<file path="src/rtl/vcve2_vrf_agu_pkg.sv">
// Shared types and constants for the VRF address generation unit.
package vcve2_vrf_agu_pkg;

  typedef enum logic [2:0] {
    LMUL_1    = 3'b000,
    LMUL_2    = 3'b001,
    LMUL_4    = 3'b010,
    LMUL_8    = 3'b011,
    LMUL_RSVD = 3'b100,
    LMUL_F8   = 3'b101,
    LMUL_F4   = 3'b110,
    LMUL_F2   = 3'b111
  } vlmul_e;

  typedef enum logic [1:0] {
    AGU_IDLE  = 2'd0,
    AGU_CALC  = 2'd1,
    AGU_READY = 2'd2
  } agu_state_t;

  localparam int unsigned VLENB       = 16;  // bytes per vector register (VLEN=128)
  localparam int unsigned WORD_BYTES  = 4;   // bytes per memory access (PIPE_WIDTH=32)
  localparam int unsigned NUM_MEM_OPS = 3;

  localparam int unsigned OP_RS1 = 0;
  localparam int unsigned OP_RS2 = 1;
  localparam int unsigned OP_RD  = 2;

  // Words in one register group; fractional groups never shrink below one word.
  // The reserved encoding falls through to the m1 length.
  function automatic int unsigned lmul_words(vlmul_e lmul, int unsigned words_per_reg);
    int unsigned nw;
    case (lmul)
      LMUL_2:  nw = words_per_reg << 1;
      LMUL_4:  nw = words_per_reg << 2;
      LMUL_8:  nw = words_per_reg << 3;
      LMUL_F2: nw = words_per_reg >> 1;
      LMUL_F4: nw = words_per_reg >> 2;
      LMUL_F8: nw = words_per_reg >> 3;
      default: nw = words_per_reg;
    endcase
    if (nw == 0) nw = 1;
    return nw;
  endfunction

  // Number of architectural registers a group occupies: max(1, 2^lmul).
  function automatic int unsigned lmul_span(vlmul_e lmul);
    int unsigned span;
    case (lmul)
      LMUL_2:  span = 2;
      LMUL_4:  span = 4;
      LMUL_8:  span = 8;
      default: span = 1;
    endcase
    return span;
  endfunction

endpackage

</file>
<file path="src/rtl/vcve2_vrf_agu_if.sv">
// Request/response bundle between the VRF interface FSM (master) and the AGU (slave).
interface vcve2_vrf_agu_if
  import vcve2_vrf_agu_pkg::*;
#(
  parameter int unsigned AddrWidth = 5
);

  logic                 load_i;
  logic [AddrWidth-1:0] vs1_i;
  logic [AddrWidth-1:0] vs2_i;
  logic [AddrWidth-1:0] vd_i;
  vlmul_e               lmul_i;
  logic                 get_rs1_i;
  logic                 get_rs2_i;
  logic                 get_rd_i;
  logic                 data_we_i;
  logic [3:0]           sel_operation_i;
  logic                 ready_o;
  logic [31:0]          data_addr_o;
  logic                 err_o;

  modport master (
    output load_i, vs1_i, vs2_i, vd_i, lmul_i,
    output get_rs1_i, get_rs2_i, get_rd_i, data_we_i, sel_operation_i,
    input  ready_o, data_addr_o, err_o
  );

  modport slave (
    input  load_i, vs1_i, vs2_i, vd_i, lmul_i,
    input  get_rs1_i, get_rs2_i, get_rd_i, data_we_i, sel_operation_i,
    output ready_o, data_addr_o, err_o
  );

endinterface

</file>
<file path="src/rtl/vcve2_vrf_agu_ptr.sv">
// One operand pointer: register base address plus a word offset that wraps at the group length.
module vcve2_vrf_agu_ptr #(
  parameter int unsigned AddrWidth   = 5,
  parameter int unsigned OffWidth    = 5,
  parameter int unsigned VlenbShift  = 4,
  parameter int unsigned WordShift   = 2,
  parameter logic [31:0] VrfBaseAddr = 32'h0000_0000
) (
  input  logic                 clk_i,
  input  logic                 rst_ni,
  input  logic                 i_load,
  input  logic                 i_calc,
  input  logic                 i_adv,
  input  logic [AddrWidth-1:0] i_idx,
  input  logic [OffWidth:0]    i_nw,
  output logic [31:0]          o_addr
);

  localparam logic [OffWidth:0]   NwOne  = 1;
  localparam logic [OffWidth-1:0] OffOne = 1;

  logic [31:0]         r_base;
  logic [OffWidth-1:0] r_off;
  logic [OffWidth:0]   w_last;
  logic                w_at_last;

  assign w_last    = i_nw - NwOne;
  // >= rather than == keeps the counter bounded even if the group length shrinks underneath it
  assign w_at_last = ({1'b0, r_off} >= w_last);

  // Base address: register index scaled by the register size, wraps mod 2^32.
  always_ff @(posedge clk_i or negedge rst_ni) begin
    if (!rst_ni) begin
      r_base <= '0;
    end else if (i_calc) begin
      r_base <= VrfBaseAddr + (32'(i_idx) << VlenbShift);
    end
  end

  // Word offset: cleared on load, post-incremented on advance, wraps to 0 after the last word.
  always_ff @(posedge clk_i or negedge rst_ni) begin
    if (!rst_ni) begin
      r_off <= '0;
    end else if (i_load) begin
      r_off <= '0;
    end else if (i_adv) begin
      r_off <= w_at_last ? '0 : r_off + OffOne;
    end
  end

  assign o_addr = r_base + (32'(r_off) << WordShift);

endmodule

</file>
<file path="src/rtl/vcve2_vrf_agu.sv">
// VRF address generation unit: latches operand indices, computes bases, hands out word addresses.
//
//   state     | meaning
//   ----------+------------------------------------------------------------
//   AGU_IDLE  | no valid operands since reset; gets are rejected
//   AGU_CALC  | indices latched, bases being registered, range checked
//   AGU_READY | bases valid; get_* strobes emit and advance pointers
module vcve2_vrf_agu
  import vcve2_vrf_agu_pkg::*;
#(
  parameter int unsigned VLEN        = VLENB * 8,
  parameter int unsigned PIPE_WIDTH  = WORD_BYTES * 8,
  parameter int unsigned AddrWidth   = 5,
  parameter logic [31:0] VrfBaseAddr = 32'h0000_0000
) (
  input  logic            clk_i,
  input  logic            rst_ni,
  vcve2_vrf_agu_if.slave  bus
);

  localparam int unsigned WordsPerReg = VLEN / PIPE_WIDTH;
  localparam int unsigned MaxWords    = WordsPerReg * 8;
  localparam int unsigned OffWidth    = (MaxWords > 1) ? $clog2(MaxWords) : 1;
  localparam int unsigned NwWidth     = OffWidth + 1;
  localparam int unsigned VlenbShift  = $clog2(VLEN / 8);
  localparam int unsigned WordShift   = $clog2(PIPE_WIDTH / 8);
  localparam int unsigned NumRegs     = 1 << AddrWidth;

  agu_state_t                            r_state;
  agu_state_t                            w_state_next;
  vlmul_e                                r_lmul;
  logic [NUM_MEM_OPS-1:0][AddrWidth-1:0] r_idx;

  logic [NwWidth-1:0]                    w_nw;
  int unsigned                           w_span;
  logic                                  w_range_err;
  logic [NUM_MEM_OPS-1:0]                w_get;
  logic [NUM_MEM_OPS-1:0]                w_win;
  logic [NUM_MEM_OPS-1:0]                w_adv;
  logic [NUM_MEM_OPS-1:0][31:0]          w_addr;
  logic                                  w_multi;
  logic                                  w_calc;
  logic                                  w_ready;
  logic                                  w_err;
  logic [31:0]                           w_addr_out;
  logic                                  w_unused_sel;

  // Only bit 3 of the operation select affects addressing.
  assign w_unused_sel = ^bus.sel_operation_i[2:0];

  assign w_nw   = NwWidth'(lmul_words(r_lmul, WordsPerReg));
  assign w_span = lmul_span(r_lmul);
  assign w_get  = {bus.get_rd_i, bus.get_rs2_i, bus.get_rs1_i};

  // Any operand group running past the last architectural register is a range error.
  always_comb begin
    w_range_err = 1'b0;
    for (int unsigned i = 0; i < NUM_MEM_OPS; i++) begin
      if (32'(r_idx[i]) + w_span > NumRegs) w_range_err = 1'b1;
    end
  end

  // Operand indices and LMUL are captured on every load, regardless of state.
  always_ff @(posedge clk_i or negedge rst_ni) begin
    if (!rst_ni) begin
      r_idx  <= '0;
      r_lmul <= LMUL_1;
    end else if (bus.load_i) begin
      r_idx[OP_RS1] <= bus.vs1_i;
      r_idx[OP_RS2] <= bus.vs2_i;
      r_idx[OP_RD]  <= bus.vd_i;
      r_lmul        <= bus.lmul_i;
    end
  end

  // State register.
  always_ff @(posedge clk_i or negedge rst_ni) begin
    if (!rst_ni) begin
      r_state <= AGU_IDLE;
    end else begin
      r_state <= w_state_next;
    end
  end

  // Next state, get arbitration (rs1 > rs2 > rd), address mux and error pulse.
  always_comb begin
    w_state_next = r_state;
    w_calc       = 1'b0;
    w_ready      = 1'b0;
    w_err        = 1'b0;
    w_win        = '0;
    w_adv        = '0;
    w_addr_out   = '0;
    w_multi      = (w_get[OP_RS1] & w_get[OP_RS2]) | (w_get[OP_RS1] & w_get[OP_RD]) |
                   (w_get[OP_RS2] & w_get[OP_RD]);

    case (r_state)
      AGU_IDLE: begin
        w_state_next = AGU_IDLE;
      end
      AGU_CALC: begin
        w_calc       = 1'b1;
        w_state_next = AGU_READY;
        if (w_range_err || (r_lmul == LMUL_RSVD)) w_err = 1'b1;
      end
      AGU_READY: begin
        w_ready = 1'b1;
      end
      default: begin
        w_state_next = AGU_IDLE;
      end
    endcase

    // A load restarts the unit and swallows any get presented alongside it.
    if (bus.load_i) begin
      w_state_next = AGU_CALC;
    end else if (|w_get) begin
      if (!w_ready) begin
        w_err = 1'b1;
      end else begin
        if (w_get[OP_RS1])      w_win[OP_RS1] = 1'b1;
        else if (w_get[OP_RS2]) w_win[OP_RS2] = 1'b1;
        else                    w_win[OP_RD]  = 1'b1;
        if (w_multi) w_err = 1'b1;
      end
    end

    // A read of vd ahead of its write-back keeps the same address for the write.
    w_adv[OP_RS1] = w_win[OP_RS1];
    w_adv[OP_RS2] = w_win[OP_RS2];
    w_adv[OP_RD]  = w_win[OP_RD] & (bus.data_we_i | ~bus.sel_operation_i[3]);

    if (w_win[OP_RS1])      w_addr_out = w_addr[OP_RS1];
    else if (w_win[OP_RS2]) w_addr_out = w_addr[OP_RS2];
    else if (w_win[OP_RD])  w_addr_out = w_addr[OP_RD];
  end

  for (genvar g = 0; g < NUM_MEM_OPS; g++) begin : g_ptr
    vcve2_vrf_agu_ptr #(
      .AddrWidth   (AddrWidth),
      .OffWidth    (OffWidth),
      .VlenbShift  (VlenbShift),
      .WordShift   (WordShift),
      .VrfBaseAddr (VrfBaseAddr)
    ) u_ptr (
      .clk_i  (clk_i),
      .rst_ni (rst_ni),
      .i_load (bus.load_i),
      .i_calc (w_calc),
      .i_adv  (w_adv[g]),
      .i_idx  (r_idx[g]),
      .i_nw   (w_nw),
      .o_addr (w_addr[g])
    );
  end

  assign bus.ready_o     = w_ready;
  assign bus.data_addr_o = w_addr_out;
  assign bus.err_o       = w_err;

endmodule

</file>
<file path="src/flat_wrapper.sv">
// flat-port wrapper written by rule: the top's interface ports become plain ports
module vcve2_vrf_agu_flat import vcve2_vrf_agu_pkg::*;
#(
  parameter int unsigned VLEN        = VLENB * 8,
  parameter int unsigned PIPE_WIDTH  = WORD_BYTES * 8,
  parameter int unsigned AddrWidth   = 5,
  parameter logic [31:0] VrfBaseAddr = 32'h0000_0000
)
  (clk_i, rst_ni, bus_load_i, bus_vs1_i, bus_vs2_i, bus_vd_i, bus_lmul_i, bus_get_rs1_i, bus_get_rs2_i, bus_get_rd_i, bus_data_we_i, bus_sel_operation_i, bus_ready_o, bus_data_addr_o, bus_err_o);
  vcve2_vrf_agu_if #(.AddrWidth(AddrWidth)) bus_i ();
  input  logic clk_i;
  input  logic rst_ni;
  input wire logic [$bits(bus_i.load_i)-1:0] bus_load_i;
  input wire logic [$bits(bus_i.vs1_i)-1:0] bus_vs1_i;
  input wire logic [$bits(bus_i.vs2_i)-1:0] bus_vs2_i;
  input wire logic [$bits(bus_i.vd_i)-1:0] bus_vd_i;
  input wire logic [$bits(bus_i.lmul_i)-1:0] bus_lmul_i;
  input wire logic [$bits(bus_i.get_rs1_i)-1:0] bus_get_rs1_i;
  input wire logic [$bits(bus_i.get_rs2_i)-1:0] bus_get_rs2_i;
  input wire logic [$bits(bus_i.get_rd_i)-1:0] bus_get_rd_i;
  input wire logic [$bits(bus_i.data_we_i)-1:0] bus_data_we_i;
  input wire logic [$bits(bus_i.sel_operation_i)-1:0] bus_sel_operation_i;
  output wire logic [$bits(bus_i.ready_o)-1:0] bus_ready_o;
  output wire logic [$bits(bus_i.data_addr_o)-1:0] bus_data_addr_o;
  output wire logic [$bits(bus_i.err_o)-1:0] bus_err_o;
  assign bus_i.load_i = bus_load_i;
  assign bus_i.vs1_i = bus_vs1_i;
  assign bus_i.vs2_i = bus_vs2_i;
  assign bus_i.vd_i = bus_vd_i;
  assign bus_i.lmul_i = bus_lmul_i;
  assign bus_i.get_rs1_i = bus_get_rs1_i;
  assign bus_i.get_rs2_i = bus_get_rs2_i;
  assign bus_i.get_rd_i = bus_get_rd_i;
  assign bus_i.data_we_i = bus_data_we_i;
  assign bus_i.sel_operation_i = bus_sel_operation_i;
  assign bus_ready_o = bus_i.ready_o;
  assign bus_data_addr_o = bus_i.data_addr_o;
  assign bus_err_o = bus_i.err_o;
  vcve2_vrf_agu #(.VLEN(VLEN), .PIPE_WIDTH(PIPE_WIDTH), .AddrWidth(AddrWidth), .VrfBaseAddr(VrfBaseAddr)) u_core (.clk_i(clk_i), .rst_ni(rst_ni), .bus(bus_i));
endmodule
</file>
<file path="config.mk">
export PLATFORM = sky130hd
export DESIGN_NAME = vcve2_vrf_agu_flat
export DESIGN_NICKNAME = d
export VERILOG_FILES = /design/src/rtl/vcve2_vrf_agu_pkg.sv /design/src/rtl/vcve2_vrf_agu_if.sv /design/src/rtl/vcve2_vrf_agu_ptr.sv /design/src/rtl/vcve2_vrf_agu.sv /design/src/flat_wrapper.sv
export SDC_FILE = /design/constraint.sdc
export NUM_CORES = 1
export LEC_CHECK = 0
export ABC_AREA = 1
export CAP_MARGIN = 20
export CORE_ASPECT_RATIO = 0.8
export CORE_UTILIZATION = 55
export CTS_BUF_LIST = sky130_fd_sc_hd__clkbuf_8 sky130_fd_sc_hd__clkbuf_16
export DETAILED_ROUTE_END_ITERATION = 8
export GPL_TIMING_DRIVEN = 0
export MAX_ROUTING_LAYER = met4
export PLACE_DENSITY_LB_ADDON = 0.05
export SLEW_MARGIN = 10
export SYNTH_ARGS = -nofsm -noshare
export SYNTH_HDL_FRONTEND = slang
export SYNTH_HIERARCHICAL = 1
export SYNTH_SLANG_ARGS = --single-unit
</file>
<file path="constraint.sdc">
create_clock -name clk_i -period 3.4 [get_ports clk_i]
set_input_delay 0.34 -clock clk_i [delete_from_list [all_inputs] [get_ports clk_i]]
set_output_delay 0.34 -clock clk_i [all_outputs]
set_load 0.05 [all_outputs]
</file>
==> impl_metrics.json <==
{
  "status": "finished, final reports clean",
  "nets": 895,
  "n_fill_cell": 744,
  "grt_max_degree": 28,
  "synthTopCellsByArea": "dfrtp_1 (25%), nand2_1 (19%), buf_4 (12%)",
  "place.gp.congestion": 0.917,
  "start_kind": "register",
  "areaGrowthSynthToFinish_pct": 18.4,
  "hold-worst-slack_ns": 0.0100,
  "grt_usage_pct": 25.7,
  "clockRootBuffer": "clkbuf_8",
  "avgSynthCellArea_um2": 7.00,
  "clock_path_buffers": 2,
  "yosysTopAreaCellShare_pct": 25.3,
  "rsz0062_at_grt": "no",
  "cts_buffers": 5,
  "cp_slowest_stage_delay_ns": 0.81,
  "post-route-min-period_ns": 3.19,
  "dp_hpwl_um": 8720,
  "netlist_instances": 706,
  "syn_area_um2": 4940,
  "max_freq_mhz": 313,
  "multi_input_area_um2": 3010,
  "arrival_ns": 2.85,
  "slew_violations": 0,
  "yosys_warnings": 6,
  "power_mw": 1.75,
  "cp_cell_sequence": "ha_1, inv_1, fa_1, o22ai_1, xor2_1, nand2_1, nand3_1, clkdlybuf4s50_1",
  "drv_cap": 0,
  "fp.dieW_um": 108,
  "seq_area_frac_synth_pct": 25.3,
  "rows": 30,
  "regArea_um2": 1250,
  "place_inst": 925,
  "viasPerCell": 4.68,
  "clock_latency_ns": 0.31,
  "clock_skew_ns": 0.00636,
  "drive_above_1_share_pct": 17.9,
  "grt_pass1_vias": 4068,
  "relSlewSlack_pct": 41.2,
  "crit_path_top_delay_cell": "clkdlybuf4s50_1",
  "drt_wl_total_um": 10800,
  "tns_ns": 0,
  "core_region_area_um2": 8600,
  "first_pass_iters": 4,
  "drc": 0,
  "path_class": "reg2out",
  "die_area_um2": 9370,
  "dr.first_iter.drc_count": 228,
  "grt.overflow.total": 0,
  "portBuffers": 35,
  "p_leak_nw": 3.25,
  "postCtsHoldBufs": 0,
  "final_util_pct": 68.0,
  "mostFrequentLayoutCell": "nand2_1",
  "powerDensity_nw_per_um2": 299,
  "initial_core_util_pct": 57.5,
  "antenna_found_initial": 0,
  "peakVddDrop_v": 0.000192,
  "ys_types": 29,
  "critPathCaptureType": "output port",
  "min_period_over_period_pct": 93.8,
  "tightest_slew_ns": 0.882,
  "tritoncts": "built",
  "critical_path.max_fanout": 6,
  "ant_nets": 0,
  "diodes": 0,
  "final_cell_mix": "nand2_1 (244), buf_4 (81), conb_1 (72)",
  "yosysTopAreaCell": "dfrtp_1",
  "finalSetupViolations": 0,
  "ys_ff_latch": 50,
  "chipHeight_um": 86.8,
  "hold_class": "in2async",
  "clk_pin_slew_worst_paths_ns": 0.10,
  "finalHoldViolCount": 0,
  "rrSetupSlack_ns": 0.85,
  "io_pins": 63,
  "htreeDepth": 2,
  "num_vias": 4367,
  "instances_no_fill": 934,
  "required_ns": 3.06,
  "wire_per_inst_um": 11.5,
  "cts.sinks": 50,
  "grt_pass1_wl_um": 18500
}
registers in the layout, summed over array words and instances (netlist names):
name	count
u_core/g_ptr.u_ptr/r_base	15
u_core/g_ptr.u_ptr/r_off	15
u_core/r_idx	15
u_core/r_lmul	3
u_core/r_state	2
power by group:
part	total [mW]	leakage, nW	switching, mW	internal [mW]
Clock	0.388	0.0478	0.220	0.168
Combinational	0.632	2.58	0.353	0.279
Sequential	0.729	0.629	0.0698	0.659
what timing repair did:
action,in CTS,in global routing
gates resized for setup,8,6
buffers inserted,1,0
pin swaps,1,0
setup endpoints to repair,9,1
cloned,0,0
cell families (layout without fill, tap and decap cells):
| kind of cell | count (synthesis) | count (layout) | synth area share (%) |
|---|---|---|---|
| xor gates and xnor gates | 27 | 27 | 5.24 |
| AOI/OAI and AO/OA | 37 | 37 | 4.28 |
| other | 3 | 72 | 0.228 |
| buffers and inverters | 174 | 221 | 19.5 |
| muxes | 6 | 6 | 1.37 |
| and+or+nand+nor | 364 | 364 | 31.7 |
| adders and majority gates | 45 | 45 | 12.3 |
| DFF | 50 | 50 | 25.3 |
final cells by class:
cell class | count | share of cell area, %
multi-input combinational | 551 | 51.5
sequential | 50 | 21.5
buffer | 95 | 11.4
timing repair buffer | 39 | 6.48
inverter | 79 | 5.07
tap | 112 | 2.40
clock buffer | 6 | 1.41
clock inverter | 2 | 0.278
through the flow:
step | instance area, µm² | setup WS (ns)
floorplan | 5200 | 0.371
global placement | 5690 | -0.586
detailed placement | 5720 | -0.655
CTS | 5850 | 0.0697
global route | 5850 | 0.0421
finish | 5850 | 0.210
synth_stat cells:
| cell | instances |
|---|---|
| xor2_1 | 15 |
| buf_2 | 11 |
| inv_2 | 11 |
| o21ai_0 | 21 |
| and3_1 | 3 |
| nor2_4 | 7 |
| fa_1 | 6 |
| clkinv_1 | 3 |
| xnor2_1 | 9 |
| a21oi_1 | 10 |
| o22ai_1 | 3 |
| nand3b_1 | 2 |
| clkbuf_1 | 5 |
| dfrtp_1 | 50 |
| xor2_2 | 3 |
| ha_1 | 39 |
| nand2_2 | 5 |
| nor3_1 | 7 |
| nor2_2 | 6 |
| buf_4 | 79 |
| nand3_2 | 1 |
| mux2_1 | 6 |
| nand4_1 | 3 |
| conb_1 | 3 |
| a31oi_2 | 3 |
| nand2_1 | 245 |
| nand3_1 | 67 |
| inv_1 | 65 |
| nor2_1 | 18 |
worst max-delay path, delay by kind of cell (launching register included):
family / cells / cell delay [ns]
AND/OR/NAND/NOR: 2 / 0.22
flip-flops: 1 / 0.49
adder cells (fa/ha/maj): 2 / 0.62
buffers and inverters: 2 / 0.87
AO/OA/AOI/OAI: 1 / 0.17
XOR/XNOR: 1 / 0.18
metal layers:
| metal | GRT usage, % | vias up | share of wire [%] |
|---|---|---|---|
| met2 | 42.2 | 101 | 47 |
| met1 | 33.5 | 1966 | 47 |
| met5 | - | - | 0 |
| met3 | 3.46 | 14 | 4.8 |
| met4 | 6.35 | 0 | 1.5 |
| li1 | - | 2286 | - |
final timing paths:
path	start	to	cells after the start
setup / recovery	u_core/g_ptr[2].u_ptr/r_off[2]	bus_data_addr_o[8]	8
max in group asynchronous	rst_ni	u_core/r_lmul[2]	2
setup reg to reg	u_core/r_lmul[0]	u_core/g_ptr[1].u_ptr/r_off[0]	14
min in group clk_i	u_core/g_ptr[0].u_ptr/r_base[4]	u_core/g_ptr[0].u_ptr/r_base[4]	1
hold / removal	rst_ni	u_core/r_idx[1]	1
hold reg to reg	u_core/g_ptr[0].u_ptr/r_base[4]	u_core/g_ptr[0].u_ptr/r_base[4]	1
(Power assumes the default switching activity.)
